$ cat src/rtl/mac_seq_ctrl.sv
// -----------------------------------------------------------------------------
// mac_seq_ctrl
//
// Sequencer for an external MAC accumulator. It computes one dot product of
// VEC_LEN element pairs, then returns the result on a valid/ready port.
//
// Sequence of states:
//   IDLE  -> CLEAR : on start
//   CLEAR -> FEED  : clears the MAC for one cycle
//   FEED  -> DRAIN : after VEC_LEN joint operand pops
//   DRAIN -> DONE  : captures mac_cout into res_data
//   DONE  -> IDLE  : on result acceptance
//
// Ports:
//   clk, rst_n            clock, asynchronous active-low reset
//   start                 request a dot product (sampled only in IDLE)
//   a_valid/a_data/a_ready  operand A stream
//   b_valid/b_data/b_ready  operand B stream (popped jointly with A)
//   mac_clr, mac_en       MAC Clr / En controls
//   mac_a, mac_b          MAC operand inputs (forwarded in FEED, else 0)
//   mac_cout              registered MAC accumulator output
//   res_valid/res_data/res_ready  dot-product result port
//   busy                  high in every state except IDLE
// -----------------------------------------------------------------------------
module mac_seq_ctrl #(
    parameter int DATA_WIDTH = 8,
    parameter int VEC_LEN    = 8
) (
    input  logic                    clk,
    input  logic                    rst_n,
    input  logic                    start,
    input  logic                    a_valid,
    input  logic [DATA_WIDTH-1:0]   a_data,
    output logic                    a_ready,
    input  logic                    b_valid,
    input  logic [DATA_WIDTH-1:0]   b_data,
    output logic                    b_ready,
    output logic                    mac_clr,
    output logic                    mac_en,
    output logic [DATA_WIDTH-1:0]   mac_a,
    output logic [DATA_WIDTH-1:0]   mac_b,
    input  logic [3*DATA_WIDTH-1:0] mac_cout,
    output logic                    res_valid,
    output logic [3*DATA_WIDTH-1:0] res_data,
    input  logic                    res_ready,
    output logic                    busy
);

    localparam int              CW       = $clog2(VEC_LEN + 1);
    localparam logic [CW-1:0]   LAST_IDX = CW'(VEC_LEN - 1);

    typedef enum logic [2:0] {
        IDLE,
        CLEAR,
        FEED,
        DRAIN,
        DONE
    } state_t;

    state_t                  state_reg, state_next;
    logic [CW-1:0]           cnt_reg, cnt_next;
    logic [3*DATA_WIDTH-1:0] res_data_reg, res_data_next;
    logic                    fire;

    always_ff @(posedge clk or negedge rst_n) begin
        if (!rst_n) begin
            state_reg    <= IDLE;
            cnt_reg      <= '0;
            res_data_reg <= '0;
        end else begin
            state_reg    <= state_next;
            cnt_reg      <= cnt_next;
            res_data_reg <= res_data_next;
        end
    end

    always_comb begin
        state_next    = state_reg;
        cnt_next      = cnt_reg;
        res_data_next = res_data_reg;
        fire          = 1'b0;
        mac_clr       = 1'b0;
        mac_en        = 1'b0;
        a_ready       = 1'b0;
        b_ready       = 1'b0;
        mac_a         = '0;
        mac_b         = '0;
        res_valid     = 1'b0;
        busy          = (state_reg != IDLE);

        case (state_reg)
            IDLE: begin
                if (start) begin
                    state_next = CLEAR;
                end
            end

            CLEAR: begin
                mac_clr    = 1'b1;
                cnt_next   = '0;
                state_next = FEED;
            end

            FEED: begin
                // Both streams pop together so A and B elements stay paired.
                fire    = a_valid && b_valid;
                a_ready = fire;
                b_ready = fire;
                mac_en  = fire;
                // The MAC samples its operands on the same edge as En.
                mac_a   = a_data;
                mac_b   = b_data;
                if (fire) begin
                    cnt_next = cnt_reg + CW'(1);
                    if (cnt_reg == LAST_IDX) begin
                        state_next = DRAIN;
                    end
                end
            end

            DRAIN: begin
                // mac_cout now includes the last accumulation.
                res_data_next = mac_cout;
                state_next    = DONE;
            end

            DONE: begin
                res_valid = 1'b1;
                if (res_ready) begin
                    state_next = IDLE;
                end
            end

            default: begin
                state_next = IDLE;
            end
        endcase
    end

    assign res_data = res_data_reg;

endmodule

$ cat config.mk
export PLATFORM = sky130hd
export DESIGN_NAME = mac_seq_ctrl
export DESIGN_NICKNAME = d
export VERILOG_FILES = /design/src/rtl/mac_seq_ctrl.sv
export SDC_FILE = /design/constraint.sdc
export NUM_CORES = 1
export LEC_CHECK = 0
export CAP_MARGIN = 20
export CORE_ASPECT_RATIO = 1.5
export CORE_MARGIN = 4
export CORE_UTILIZATION = 37
export DETAILED_ROUTE_END_ITERATION = 6
export PLACE_DENSITY = 0.79
export SYNTH_ARGS = -nofsm -noshare
export SYNTH_HDL_FRONTEND = slang
export SYNTH_SLANG_ARGS = --single-unit
export TNS_END_PERCENT = 5
$ cat constraint.sdc
create_clock -name clk -period 1.8 [get_ports clk]
set_input_delay 0.27 -clock clk [delete_from_list [all_inputs] [get_ports clk]]
set_output_delay 0.27 -clock clk [all_outputs]
set_load 0.05 [all_outputs]
# Yosys cells after proc, flatten, opt, wreduce, memory -nomap -nowiden
# Cells that the tools add are included.
dict set report word_totals {
  out_inout_bits 46
  regBits 31
  in_bits 46
  wordCells 31
}
dict set report op_classes {
  reduce_logical 6
  n_eq_ne 9
  n_mux 12
  add_sub_neg 1
}
# cell count
set op_table {}
lappend op_table {{$mux 8} 2}
lappend op_table {{$pmux 3 s5} 1}
lappend op_table {{$mux 3} 4}
lappend op_table {{$ne 2x2->1 const B} 4}
lappend op_table {{$pmux 4 s2} 1}
lappend op_table {{$eq 3x2->1 const B} 2}
lappend op_table {{$add 4x1->4 const B} 1}
lappend op_table {{$eq 4x3->1 const B} 1}
lappend op_table {{$mux 4} 1}
lappend op_table {{$reduce_and 4->1} 1}
lappend op_table {{$eq 3x1->1 const B} 1}
lappend op_table {{$eq 3x3->1 const B} 1}
lappend op_table {{$logic_not 3->1} 1}
lappend op_table {{$mux 1} 3}
lappend op_table {{$reduce_bool 3->1} 1}
lappend op_table {{$reduce_and 2->1} 1}
lappend op_table {{$reduce_bool 2->1} 1}
lappend op_table {{$logic_and 1x1->1} 1}

# Depth between registers and ports, before layout
dict set report logic_depth {
  ltp_word 4
  depth_mapped 5
  depth_no_buf 4
}

# Worst setup path after synthesis
# No wires, ideal clock.
dict set report synth_path {
  path_type {reg2out}
  start {reg state_reg[2]}
  end {out b_ready}
  required_time_ns 1.530
  path_stages_with_launch 5
  arrival_time_ns 1.631
  setup_slack_ns -0.101
  n_path_buf 2
  path_cell_list {dfrtp_1 -> buf_4 -> nor3b_4 -> and3_1 -> buf_4}
}
dict set report synth_via {
  elab_chain_cells 2
}
# item line
set synth_rtl {}
lappend synth_rtl {{from (decl)} 60} ;# state_t state_reg, state_next;
lappend synth_rtl {{from (signal assigned)} 71} ;# state_reg <= state_next;
lappend synth_rtl {{$eq 3x2->1} --}
lappend synth_rtl {{$mux 1} --}
lappend synth_rtl {{to (decl)} 37} ;# output logic b_ready,
# No other way between the ends.

# Worst setup path after layout
dict set report layout_path {
  start {reg state_reg[2]}
  end {out mac_b[5]}
}
dict set report layout_via {
  elab_chain_cells 2
}
# item line
set layout_rtl {}
lappend layout_rtl {{$eq 3x2->1} 91} ;# case (state_reg)
lappend layout_rtl {{$mux 8} 91}
lappend layout_rtl {{to (decl)} 41} ;# output logic [DATA_WIDTH-1:0] mac_b,
# No other way between the ends.

==> run metrics <==
Slew Limit Fails 0; setup TNS 0 ps; Clk Latency, worst-skew pair ~280 ps; number of antenna violations at the first check in global routing 0; share of post-route cells with drive strength above 1 33.0%; setup violation total in the final timing report 0; First DRT Iteration DRCs 47; critical path type reg -> out; Seq/Total Area, Yosys 50.8%; Diodes inserted 0; final standard cell area without fillers about 2800 sq um; proportion of register bits with asynchronous set or reset after synthesis 100%; pwr dens 2080 nW/um^2; sum of overflow across all layers after global routing 0; clock tree skew after final layout 7.91 ps; DRC errors left 0; clk slew on worst S/H paths 70 ps; Initial DRT Pass Iterations 4; Initial Utilization 38.6%; Detailed Place HPWL 3230 um; WL per Instance between 15 and 20 um; power share of the clock group 12.0%; ratio of routed vias to standard cells roughly 4.9; Flop pwr share between 20% and 30%; Min Clock Period, post-route around 1800 ps; largest net degree at the start of global routing 32; total number of vias about 1300; total clock buffers created by CTS 5; result of the run complete, no violations; Max H-tree Level 2; Post-Synthesis Cells 115; vias in the first global route 1369; highest net fanout along the worst path 16; final layout net count 258; Area after DPL between 2000 and 3000 sq um; Fill cells 264; die span in x 60.4 um; ranking of synthesized cells by area sky130_fd_sc_hd__dfrtp_1 (51%), sky130_fd_sc_hd__mux2_4 (19%), sky130_fd_sc_hd__and2_1 (6.6%); count of distinct cell types in the synthesized netlist 33; clock tree from TritonCTS yes; post-detailed-routing wire length 4110 um; CTS Root Buffer Type sky130_fd_sc_hd__clkbuf_8; Max Cap Viol 0; reported leakage power 1.27 nW; final weighted congestion of routability-driven global placement 0.802; Max VDD drop 0.00134 V; Top-Level Pins 92; data arrival time of the worst path roughly 1500 ps; GRT Total Usage 16.4%; sw power between 2 and 3 mW; number of core rows 28; normalized max-slew margin 65.3%; worst hold-check path type in -> async; Max Fclk 0.563 GHz; die area 5240 sq um; synthesis-stage register bit count 31; summed instance area of the synthesized netlist between 1500 and 2000 sq um; Required @ worst endpoint 1530 ps; synthesized area divided by synthesized cell count 13.3 sq um; unrepaired setup endpoints after global routing yes; number of enable flip-flop cells after synthesis 0; Clock Path Buffers 2; startpoint class of the critical path flip-flop; CP endpoint kind primary output; Largest register FFs 24; Power Internal 3.22 mW; top flip-flop cell by instance count after synthesis sky130_fd_sc_hd__dfrtp_1; share of the synthesized area in the top cell type 50.8%; I/O Buffers just over 90; clock sinks 31; leading post-synthesis cells by instance count sky130_fd_sc_hd__dfrtp_1 (31), sky130_fd_sc_hd__mux2_4 (19), sky130_fd_sc_hd__and2_1 (16); Die Y about 87 um; warning count from the yosys run 0; final-report hold violation count 0; switching share of power between 40% and 50%; Synth Net Count 162; DRT antenna net count 0; WHS 370 ps; Synth area leader sky130_fd_sc_hd__dfrtp_1; layout overhead on the synthesized area 85.2%; cell with the most instances after synthesis sky130_fd_sc_hd__dfrtp_1; Final Cycle Share just under 100%; wire length of the first global-routing pass about 6500 um; core region area approximately 4000 sq um; pin slew with the least headroom to its limit 519 ps; core utilization of the finished layout 71.4%; combinational share of power 66.7%; Post-CTS Hold Fix Bufs 0
-- cell families after synthesis --
group	share of synthesized area, %
xor gates and xnor gates	0.574
AOI/OAI and AO/OA	4.75
muxes	22.4
buffers and inverters	5.24
adders and majority gates	0.820
DFF	50.8
and+or+nand+nor	15.4
-- worst max-delay path, cell delays in order, from the launching register on --
cell	delay, ps
sky130_fd_sc_hd__dfrtp_2	440
sky130_fd_sc_hd__nor3b_4	290
sky130_fd_sc_hd__buf_12	170
sky130_fd_sc_hd__and2_1	170
sky130_fd_sc_hd__buf_12	150
-- final cells by class --
type,count,area [sq um],share of cell area (%)
Timing Repair Buffer,97,1180,41.6
Tap cell,45,56.3,1.99
Sequential cell,31,778,27.5
Clock buffer,6,82.6,2.92
Inverter,4,15.0,0.531
Clock inverter,2,35.0,1.24
Multi-Input combinational cell,72,683,24.2
-- path summary, 6_finish.rpt --
check                      slack [ps]  cells after the start         start            to
setup / recovery                   30                      4  state_reg[2]      mac_b[5]
hold / removal                    370                      2         rst_n  res_data[13]
setup reg to reg                  130                      5  state_reg[2]  res_data[19]
hold reg to reg                   510                      1  res_data[21]  res_data[21]
max in group asynchronous        1130                      2         rst_n  state_reg[1]
min in group clk                  510                      1  res_data[21]  res_data[21]
-- metal layers --
metal | track usage (%) | routed length [um]
met2 | 28.1 | 2040
met3 | 6.56 | 552
met1 | 17.9 | 1470
met5 | 0 | 0
met4 | 5.33 | 49
-- power groups by stage --
| stage | Sequential [mW] | Clock (mW) | Combinational, mW |
|---|---|---|---|
| after global routing | 1.29 | 0.745 | 4.11 |
| after detailed placement | 1.29 | 0 | 3.87 |
| after CTS | 1.25 | 0.723 | 3.95 |
| after global placement | 1.25 | 0 | 3.82 |
| final | 1.26 | 0.705 | 3.93 |
| after floorplan | 2.20 | 0 | 1.47 |
-- cell usage in the layout (no fill, tap or decap), types with 2 or more instances in the layout --
| master | synthesis | final |
|---|---|---|
| sky130_fd_sc_hd__buf_12 | 0 | 22 |
| sky130_fd_sc_hd__clkdlybuf4s50_1 | 0 | 69 |
| sky130_fd_sc_hd__mux2_2 | 5 | 5 |
| sky130_fd_sc_hd__a21oi_1 | 3 | 3 |
| sky130_fd_sc_hd__dfrtp_2 | 0 | 2 |
| sky130_fd_sc_hd__buf_4 | 3 | 6 |
| sky130_fd_sc_hd__and2_4 | 0 | 3 |
| sky130_fd_sc_hd__nand3_1 | 2 | 2 |
| sky130_fd_sc_hd__o21ai_0 | 2 | 2 |
| sky130_fd_sc_hd__nor2_1 | 3 | 3 |
| sky130_fd_sc_hd__mux2_4 | 19 | 19 |
| sky130_fd_sc_hd__inv_1 | 4 | 4 |
| sky130_fd_sc_hd__and2_1 | 16 | 13 |
| sky130_fd_sc_hd__clkbuf_8 | 0 | 6 |
| sky130_fd_sc_hd__nand2_1 | 2 | 2 |
| sky130_fd_sc_hd__dfrtp_1 | 31 | 29 |
-- per-stage QoR --
step / worst slack (ps) / cells / total power, mW
finish: 25.1 / 257 / 5.89
global route: -71.9 / 257 / 6.15
CTS: 19.7 / 257 / 5.93
detailed placement: 55.6 / 247 / 5.16
global placement: 170 / 247 / 5.07
floorplan: 73.2 / 115 / 3.67
-- what timing repair did --
| item | in CTS | in global routing |
|---|---|---|
| resized for setup | 3 | 3 |
| endpoints found under the setup margin | 19 | 19 |
| pin swaps | 1 | 2 |
| setup buffers | 2 | 0 |
Note: power is estimated with default switching activity, not from simulation.
